## config.mk

```make
export PLATFORM = sky130hd
export DESIGN_NAME = fpow
export DESIGN_NICKNAME = d
export VERILOG_FILES = /design/src/rtl/fpow.sv
export SDC_FILE = /design/constraint.sdc
export NUM_CORES = 2
export LEC_CHECK = 0
export ABC_AREA = 0
export BUFFER_PORTS_ARGS = -buffer_cell sky130_fd_sc_hd__buf_4
export CAP_MARGIN = 10
export CELL_PAD_IN_SITES_DETAIL_PLACEMENT = 1
export CELL_PAD_IN_SITES_GLOBAL_PLACEMENT = 1
export CORE_MARGIN = 10
export CORE_UTILIZATION = 45
export DETAILED_ROUTE_END_ITERATION = 12
export GPL_ROUTABILITY_DRIVEN = 1
export PLACE_DENSITY = 0.79
export SLEW_MARGIN = 20
export SYNTH_ARGS = -nofsm -noshare
export SYNTH_HDL_FRONTEND = slang
export SYNTH_SLANG_ARGS = --single-unit
export TNS_END_PERCENT = 10
```

## constraint.sdc

```tcl
create_clock -name CLK -period 25 [get_ports CLK]
set_clock_uncertainty 0.1 [all_clocks]
set_input_delay 1.25 -clock CLK [delete_from_list [all_inputs] [get_ports CLK]]
set_output_delay 1.25 -clock CLK [all_outputs]
set_load 0.1 [all_outputs]
```

## src/rtl/fpow.sv

```systemverilog
// Floating-point power unit: raises an IEEE754 single base to a small
// non-negative integer exponent with a multi-cycle square-and-multiply loop.
module fpow (
  input  logic        CLK,
  input  logic        RST,
  input  logic        START,
  input  logic [31:0] A,
  input  logic [31:0] B,
  output logic [31:0] result,
  output logic        overflow,
  output logic        underflow,
  output logic        busy,
  output logic        done
);

  typedef enum logic [1:0] {
    IDLE   = 2'd0,
    DECODE = 2'd1,
    RUN    = 2'd2,
    DONE   = 2'd3
  } state_t;

  localparam logic [31:0] QNAN    = 32'h7FC0_0000;
  localparam logic [31:0] ONE     = 32'h3F80_0000;
  localparam logic [30:0] INF_MAG = 31'h7F80_0000;

  // Magnitude product of two normal operands, truncated.
  // Returns {ovf, unf, magnitude}.
  function automatic logic [33:0] mag_mul(input logic [31:0] x, input logic [31:0] y);
    logic [47:0]        prod;
    logic signed [10:0] exp_sum;
    logic [22:0]        frac;
    prod    = {24'd0, 1'b1, x[22:0]} * {24'd0, 1'b1, y[22:0]};
    exp_sum = $signed({3'd0, x[30:23]}) + $signed({3'd0, y[30:23]}) - 11'sd127
              + (prod[47] ? 11'sd1 : 11'sd0);
    frac    = prod[47] ? prod[46:24] : prod[45:23];
    mag_mul = {(exp_sum >= 11'sd255), (exp_sum <= 11'sd0), 1'b0, exp_sum[7:0], frac};
  endfunction

  state_t      state_r, next_s;
  logic [31:0] a_r, b_r, acc_r, base_r, result_r;
  logic [7:0]  n_r;
  logic        sign_r, overflow_r, underflow_r, busy_r, done_r;

  logic        a_nan_s, a_inf_s, a_zero_s, b_nan_s, b_zero_s, b_int_s;
  logic [7:0]  shift_s;
  logic [23:0] b_mant_s, mask_s, n_full_s;
  logic        dec_sign_s, dec_special_s;
  logic [31:0] dec_result_s;
  logic [31:0] mul_x_s, mul_mag_s;
  logic [33:0] mul_s;
  logic        mul_ovf_s, mul_unf_s;

  assign a_nan_s    = (a_r[30:23] == 8'hFF) && (a_r[22:0] != 23'd0);
  assign a_inf_s    = (a_r[30:23] == 8'hFF) && (a_r[22:0] == 23'd0);
  assign a_zero_s   = (a_r[30:23] == 8'h00);
  assign b_nan_s    = (b_r[30:23] == 8'hFF) && (b_r[22:0] != 23'd0);
  assign b_zero_s   = (b_r[30:0] == 31'd0);
  assign b_mant_s   = {1'b1, b_r[22:0]};
  assign shift_s    = 8'd150 - b_r[30:23];
  assign mask_s     = (24'd1 << shift_s) - 24'd1;
  assign n_full_s   = b_mant_s >> shift_s;
  // Integer exponent 1..255: exponent field 127..134 with no fractional bits.
  assign b_int_s    = !b_r[31] && (b_r[30:23] >= 8'd127) && (b_r[30:23] <= 8'd134)
                      && ((b_mant_s & mask_s) == 24'd0) && (n_full_s[23:8] == 16'd0);
  assign dec_sign_s = a_r[31] & n_full_s[0];

  // Special-case classification in priority order.
  always_comb begin
    dec_special_s = 1'b1;
    dec_result_s  = QNAN;
    if (a_nan_s || b_nan_s) begin
      dec_result_s = QNAN;
    end else if (!b_zero_s && !b_int_s) begin
      dec_result_s = QNAN;
    end else if (b_zero_s) begin
      dec_result_s = ONE;
    end else if (a_inf_s) begin
      dec_result_s = {dec_sign_s, INF_MAG};
    end else if (a_zero_s) begin
      dec_result_s = {dec_sign_s, 31'd0};
    end else begin
      dec_special_s = 1'b0;
      dec_result_s  = ONE;
    end
  end

  assign mul_x_s   = n_r[0] ? acc_r : base_r;
  assign mul_s     = mag_mul(mul_x_s, base_r);
  assign mul_ovf_s = mul_s[33];
  assign mul_unf_s = mul_s[32];
  assign mul_mag_s = mul_s[31:0];

  // Next-state logic.
  always_comb begin
    next_s = state_r;
    case (state_r)
      IDLE:    if (START) next_s = DECODE; else next_s = IDLE;
      DECODE:  if (dec_special_s) next_s = DONE; else next_s = RUN;
      RUN:     if ((n_r == 8'd0) || mul_ovf_s || mul_unf_s) next_s = DONE; else next_s = RUN;
      DONE:    next_s = IDLE;
      default: next_s = IDLE;
    endcase
  end

  // State register and handshake outputs.
  always_ff @(posedge CLK) begin
    if (RST) begin
      state_r <= IDLE;
      busy_r  <= 1'b0;
      done_r  <= 1'b0;
    end else begin
      state_r <= next_s;
      busy_r  <= (next_s != IDLE);
      done_r  <= (next_s == DONE);
    end
  end

  // Operand capture, square-and-multiply datapath and result registers.
  always_ff @(posedge CLK) begin
    if (RST) begin
      a_r         <= 32'd0;
      b_r         <= 32'd0;
      acc_r       <= 32'd0;
      base_r      <= 32'd0;
      n_r         <= 8'd0;
      sign_r      <= 1'b0;
      result_r    <= 32'd0;
      overflow_r  <= 1'b0;
      underflow_r <= 1'b0;
    end else begin
      case (state_r)
        IDLE: begin
          if (START) begin
            a_r         <= A;
            b_r         <= B;
            overflow_r  <= 1'b0;
            underflow_r <= 1'b0;
          end
        end
        DECODE: begin
          if (dec_special_s) begin
            result_r <= dec_result_s;
          end else begin
            acc_r  <= ONE;
            base_r <= {1'b0, a_r[30:0]};
            n_r    <= n_full_s[7:0];
            sign_r <= dec_sign_s;
          end
        end
        RUN: begin
          if (n_r == 8'd0) begin
            result_r <= {sign_r, acc_r[30:0]};
          end else if (mul_ovf_s) begin
            overflow_r <= 1'b1;
            result_r   <= {sign_r, INF_MAG};
          end else if (mul_unf_s) begin
            underflow_r <= 1'b1;
            result_r    <= {sign_r, 31'd0};
          end else if (n_r[0]) begin
            acc_r <= mul_mag_s;
            n_r   <= {n_r[7:1], 1'b0};
          end else begin
            base_r <= mul_mag_s;
            n_r    <= {1'b0, n_r[7:1]};
          end
        end
        DONE:    ;
        default: ;
      endcase
    end
  end

  assign result    = result_r;
  assign overflow  = overflow_r;
  assign underflow = underflow_r;
  assign busy      = busy_r;
  assign done      = done_r;

endmodule

```

# ---- After elaboration in Yosys (flattened, before gate mapping)
# Cells that the tools add are included.
dict set report op_classes {
  addsub 5
  mul 1
  n_lt_le_gt_ge 4
  eq_ne 17
  shift 2
  n_mux 48
  bitwise_logic 3
  reduce_logical 34
}
# op n
set op_table {}
lappend op_table {{$mux 31} 11}
lappend op_table {{$mux 32} 9}
lappend op_table {{$pmux 31 s2} 2}
lappend op_table {{$pmux 32 s2} 1}
lappend op_table {{$mul 24x24->48} 1}
lappend op_table {{$reduce_bool 23->1} 2}
lappend op_table {{$mux 8} 5}
lappend op_table {{$logic_not 31->1} 1}
lappend op_table {{$and 24x24->24} 1}
lappend op_table {{$logic_not 24->1} 1}
lappend op_table {{$shl 1x8->24 const A} 1}
lappend op_table {{$shr 24x8->24} 1}
lappend op_table {{$sub 24x1->24 const B} 1}
lappend op_table {{$logic_not 23->1} 1}
lappend op_table {{$mux 23} 1}
lappend op_table {{$ne 2x2->1 const B} 10}
lappend op_table {{$eq 8x8->1 const B} 2}
lappend op_table {{$logic_not 16->1} 1}
lappend op_table {{$logic_not 8->1} 2}
lappend op_table {{$pmux 8 s2} 1}
lappend op_table {{$mux 1} 15}
lappend op_table {{$reduce_and 6->1} 2}
lappend op_table {{$add 10x2->11} 1}
lappend op_table {{$ge 11x9->1 const B} 1}
lappend op_table {{other kinds (22)} 40}
dict set report word_totals {
  regBits 173
  in_bits 67
  elab_cells 127
}

# ---- Logic depth before layout (Yosys ltp)
dict set report depth {
  ltp_word 14
  depth_mapped 46
  depth_no_buf 39
}

# ---- Worst setup path before layout
# Ideal clock, no wire load.
dict set report synth_timing {
  path_type {register to register}
  from {reg n_r[0]}
  to {reg base_r[14]}
  arrival_time_ns 10.407
  required_time_ns 24.805
  setup_slack_ns 14.398
  path_stages_with_launch 44
  n_path_buf 8
  cell_sequence {dfxtp_1 clkbuf_1 clkbuf_1 buf_1 nand2_1 o21ai_1 clkbuf_1 nand2_1 fa_1 inv_1 fa_1 inv_1 fa_1 inv_1 fa_1 fa_1 fa_1 inv_1 [8 not listed] and3_1 or3_1 inv_1 clkbuf_1 clkbuf_1 ha_1 and3_1 o211ai_1 nor4_1 nand3_1 xor2_1 a41o_1 a211oi_1 o21a_1 nand2_1 clkbuf_1 clkbuf_1 a221oi_1}
}
dict set report synth_between {
  elab_chain_cells 8
  elab_cells_between_ends 20
}
# item line
set synth_rtl {}
lappend synth_rtl {{from (decl)} 42} ;# logic [7:0] n_r;
lappend synth_rtl {{from (signal assigned)} 147} ;# n_r <= n_full_s[7:0];
lappend synth_rtl {{from (signal assigned)} 162} ;# n_r <= {n_r[7:1], 1'b0};
lappend synth_rtl {{from (signal assigned)} 165} ;# n_r <= {1'b0, n_r[7:1]};
lappend synth_rtl {{parallel branches: the longest is 8 deep, another holds $mul 24x24->48} -}
lappend synth_rtl {{to (signal assigned)} 146} ;# base_r <= {1'b0, a_r[30:0]};
lappend synth_rtl {{to (signal assigned)} 164} ;# base_r <= mul_mag_s;
lappend synth_rtl {{to (decl)} 41} ;# logic [31:0] a_r, b_r, acc_r, base_r, result_r;
# Parallel ways; which one is timed is not known. The select of a mux whose other input is x is not followed.
# A chain may end at the register's enable or synchronous reset.

# ---- Final worst setup path
# Same ends and word-level chain as after synthesis.

==> reports/results.tsv <==
metric	value	unit
outcome	complete, no violations	
Reg area	3470	µm²
worst path arrival time	13.92	ns
Max-Cap Viols	0	
final core occ	48.7	%
relative slew slack	15.2	%
post-layout min period	13.72	ns
CTS H-tree depth	4	
Synth Register Bits	173	
clk buf depth	2	
area of the die	74400	µm²
CP Capture Type	register	
Crit Reg-Reg Startpoint	n_r[0]$_SDFFE_PP0P_	
total iterations of the first detailed-routing run	5	
Clock transition at path regs	0.08	ns
most frequent cells in the layout	inv_1, nand2_1, fa_1, nor2_1, ha_1	
CTS Hold Bufs	0	
GRT Overall Usage	26.8	%
type of the worst setup path	register to register	
die height	273	µm
worst slew pin tran	1.26	ns
peak supply drop	0.0000874	V
Leak	14.1	nW
io pins	103	
post-DR wirelength/cell	23.2	µm
CTS Root Cell	clkbuf_16	
core region area	63200	µm²
gr ovfl total	0	
CTS tree	yes	
Worst R2R Setup Slack	11.28	ns
gpl congestion	0.937	
DRC Markers	0	
Unique masters post-synth	93	
Die W	273	µm
layout cells sized above 1	7.77	%
Hold WC Path Type	register to register	
n_diodes	0	
initial antenna violation count	0	
mapped cell area	28800	µm²
CTS buffer count	17	
via count	24700	
Multi-input gate area	22100	µm²
Worst-Skew Late Latency	0.47	ns
syn nets	4233	
vias in the first global route	26700	
floorplan row count	92	
crit path from	n_r[0]$_SDFFE_PP0P_	
R2R cell count	42	
Bufs and invs on worst path	13	
Slowest cell on crit path	or3_1	
CTS resizes	0	
Antenna Nets Post-Route	0	
pin count of the biggest net entering global routing	94	
commonest non-fill, non-tap cell in the layout	inv_1	
ys async rst share	0	%
Initial Util	45.5	%
Post-synth EDFFs	0	
DRT iter0 DRCs	1741	
Fin Hold WS	0.364	ns
top cells by area, synth	fa_1, dfxtp_1, ha_1, inv_1, nand2_1	
Levels on crit path	42	
Worst path top cell family by delay	adder cells	
Post-Syn Area per Cell	8.24	µm²
Max Fclk	72.9	MHz
first-pass GRT wire length	156	mm
CP Data Required Time	25.20	ns
max incr delay on CP	0.70	ns
Synth top area share	33.5	%
setup TNS	0	ns
nets	4193	
setup bufs post-CTS	0	
Slew Limit Fails	0	
Mapped Cells	3490	
hpwl dp	79.9	mm
CP endpoint	base_r[14]$_SDFFE_PP0P_	
Synth area leader	fa_1	
Final setup violation count	0	
pwr/cell area	79.5	nW/µm²
most frequent CP cell	inv_1	
RSZ-0062 raised after global routing	false	
crit-path max FO	57	
Fin. Hold Viols	0	
ys flop type	dfxtp_1	
final worst path period share	54.9	%
clock sinks	173	
Fill cells	7661	
hold depth	2	
yosys warns	0	
CP startpoint kind	register	
buffers added on ports	102	
sequential area share after synthesis	12.0	%
Vias/cell	5.72	
final instance area	30800	µm²
routed wire length	99.9	mm
FF-to-FF End	base_r[14]$_SDFFE_PP0P_	
placed inst area	30100	µm²
Area Overhead vs Synth	6.98	%
## through the flow
step	instances	power [W]	setup slack, ns
after floorplan	3490	0.00154	14.40
after global routing	4309	0.00261	10.71
after CTS	4308	0.00243	11.30
after global placement	4276	0.00208	11.52
final	4309	0.00245	11.28
after detailed placement	4276	0.00213	11.32
## worst min path at each step
stage | start | to | slack (ns)
3_3_place_gp | b_r[31]$_SDFFE_PP0P_ | b_r[31]$_SDFFE_PP0P_ | 0.35
4_1_cts | b_r[31]$_SDFFE_PP0P_ | b_r[31]$_SDFFE_PP0P_ | 0.36
3_5_place_dp | b_r[31]$_SDFFE_PP0P_ | b_r[31]$_SDFFE_PP0P_ | 0.35
6_report | b_r[31]$_SDFFE_PP0P_ | b_r[31]$_SDFFE_PP0P_ | 0.36
5_1_grt | b_r[31]$_SDFFE_PP0P_ | b_r[31]$_SDFFE_PP0P_ | 0.38
2_1_floorplan | a_r[31]$_SDFFE_PP0P_ | a_r[31]$_SDFFE_PP0P_ | 0.34
## cell families after synthesis
family / share of synthesized area [%]
and+or+nand+nor: 17.8
buffers and inverters: 11.2
adders and majority gates: 42.0
AOI/OAI and AO/OA: 12.8
DFF: 12.0
muxes: 2.81
xor gates and xnor gates: 1.31
## routing by layer
| layer | vias to the layer above | share of wire, % | GRT usage, % |
|---|---|---|---|
| met5 | - | 0 | 0 |
| met4 | 0 | 4.7 | 11.4 |
| met3 | 224 | 6.1 | 4.22 |
| met2 | 820 | 50 | 47.2 |
| met1 | 12600 | 39 | 32.0 |
| li1 | 11000 | - | - |
## sequential cells by signal (all words and copies together), names as in the netlist
signal	cells
base_r	31
state_r	2
a_r	32
sign_r	1
acc_r	31
underflow	1
overflow	1
done	1
result	32
busy	1
n_r	8
b_r	32
## power by group
part	total (W)	switching (W)	internal [W]
clock network	0.000288	0.000147	0.000141
registers	0.000427	0.0000976	0.000330
logic	0.00173	0.00117	0.000559
total	0.00245	0.00142	0.00103
## worst min-delay path: stages, from the launching register on
cell and delay [ns]:
dfxtp_1 0.31, nand2_1 0.05, a21oi_1 0.05
## synthesized netlist by cell type, types with 14 or more instances
master      n
a211oi_1   40
a21o_1     26
a21oi_1   188
a221oi_1   17
and2_1     95
and3_1     14
buf_1      15
buf_2      15
clkbuf_1  170
dfxtp_1   173
fa_1      482
ha_1      194
inv_1     615
mux2_2     21
mux2i_1    39
nand2_1   519
nand2b_1   32
nand3_1    66
nand4_1    14
nor2_1    265
nor2b_1    31
nor3_1     41
nor4_1     17
o21a_1     15
o21ai_0    99
xnor2_1    26
xor2_1     15
## cell type report
type	count	area share [%]
Tap cell	846	3.44
Clock inverter	15	0.679
Inverter	622	7.59
Clock buffer	17	1.38
Timing Repair Buffer	153	3.77
Multi-Input combinational cell	2483	71.9
Sequential cell	173	11.3
Power figures use the tool's default switching activity.
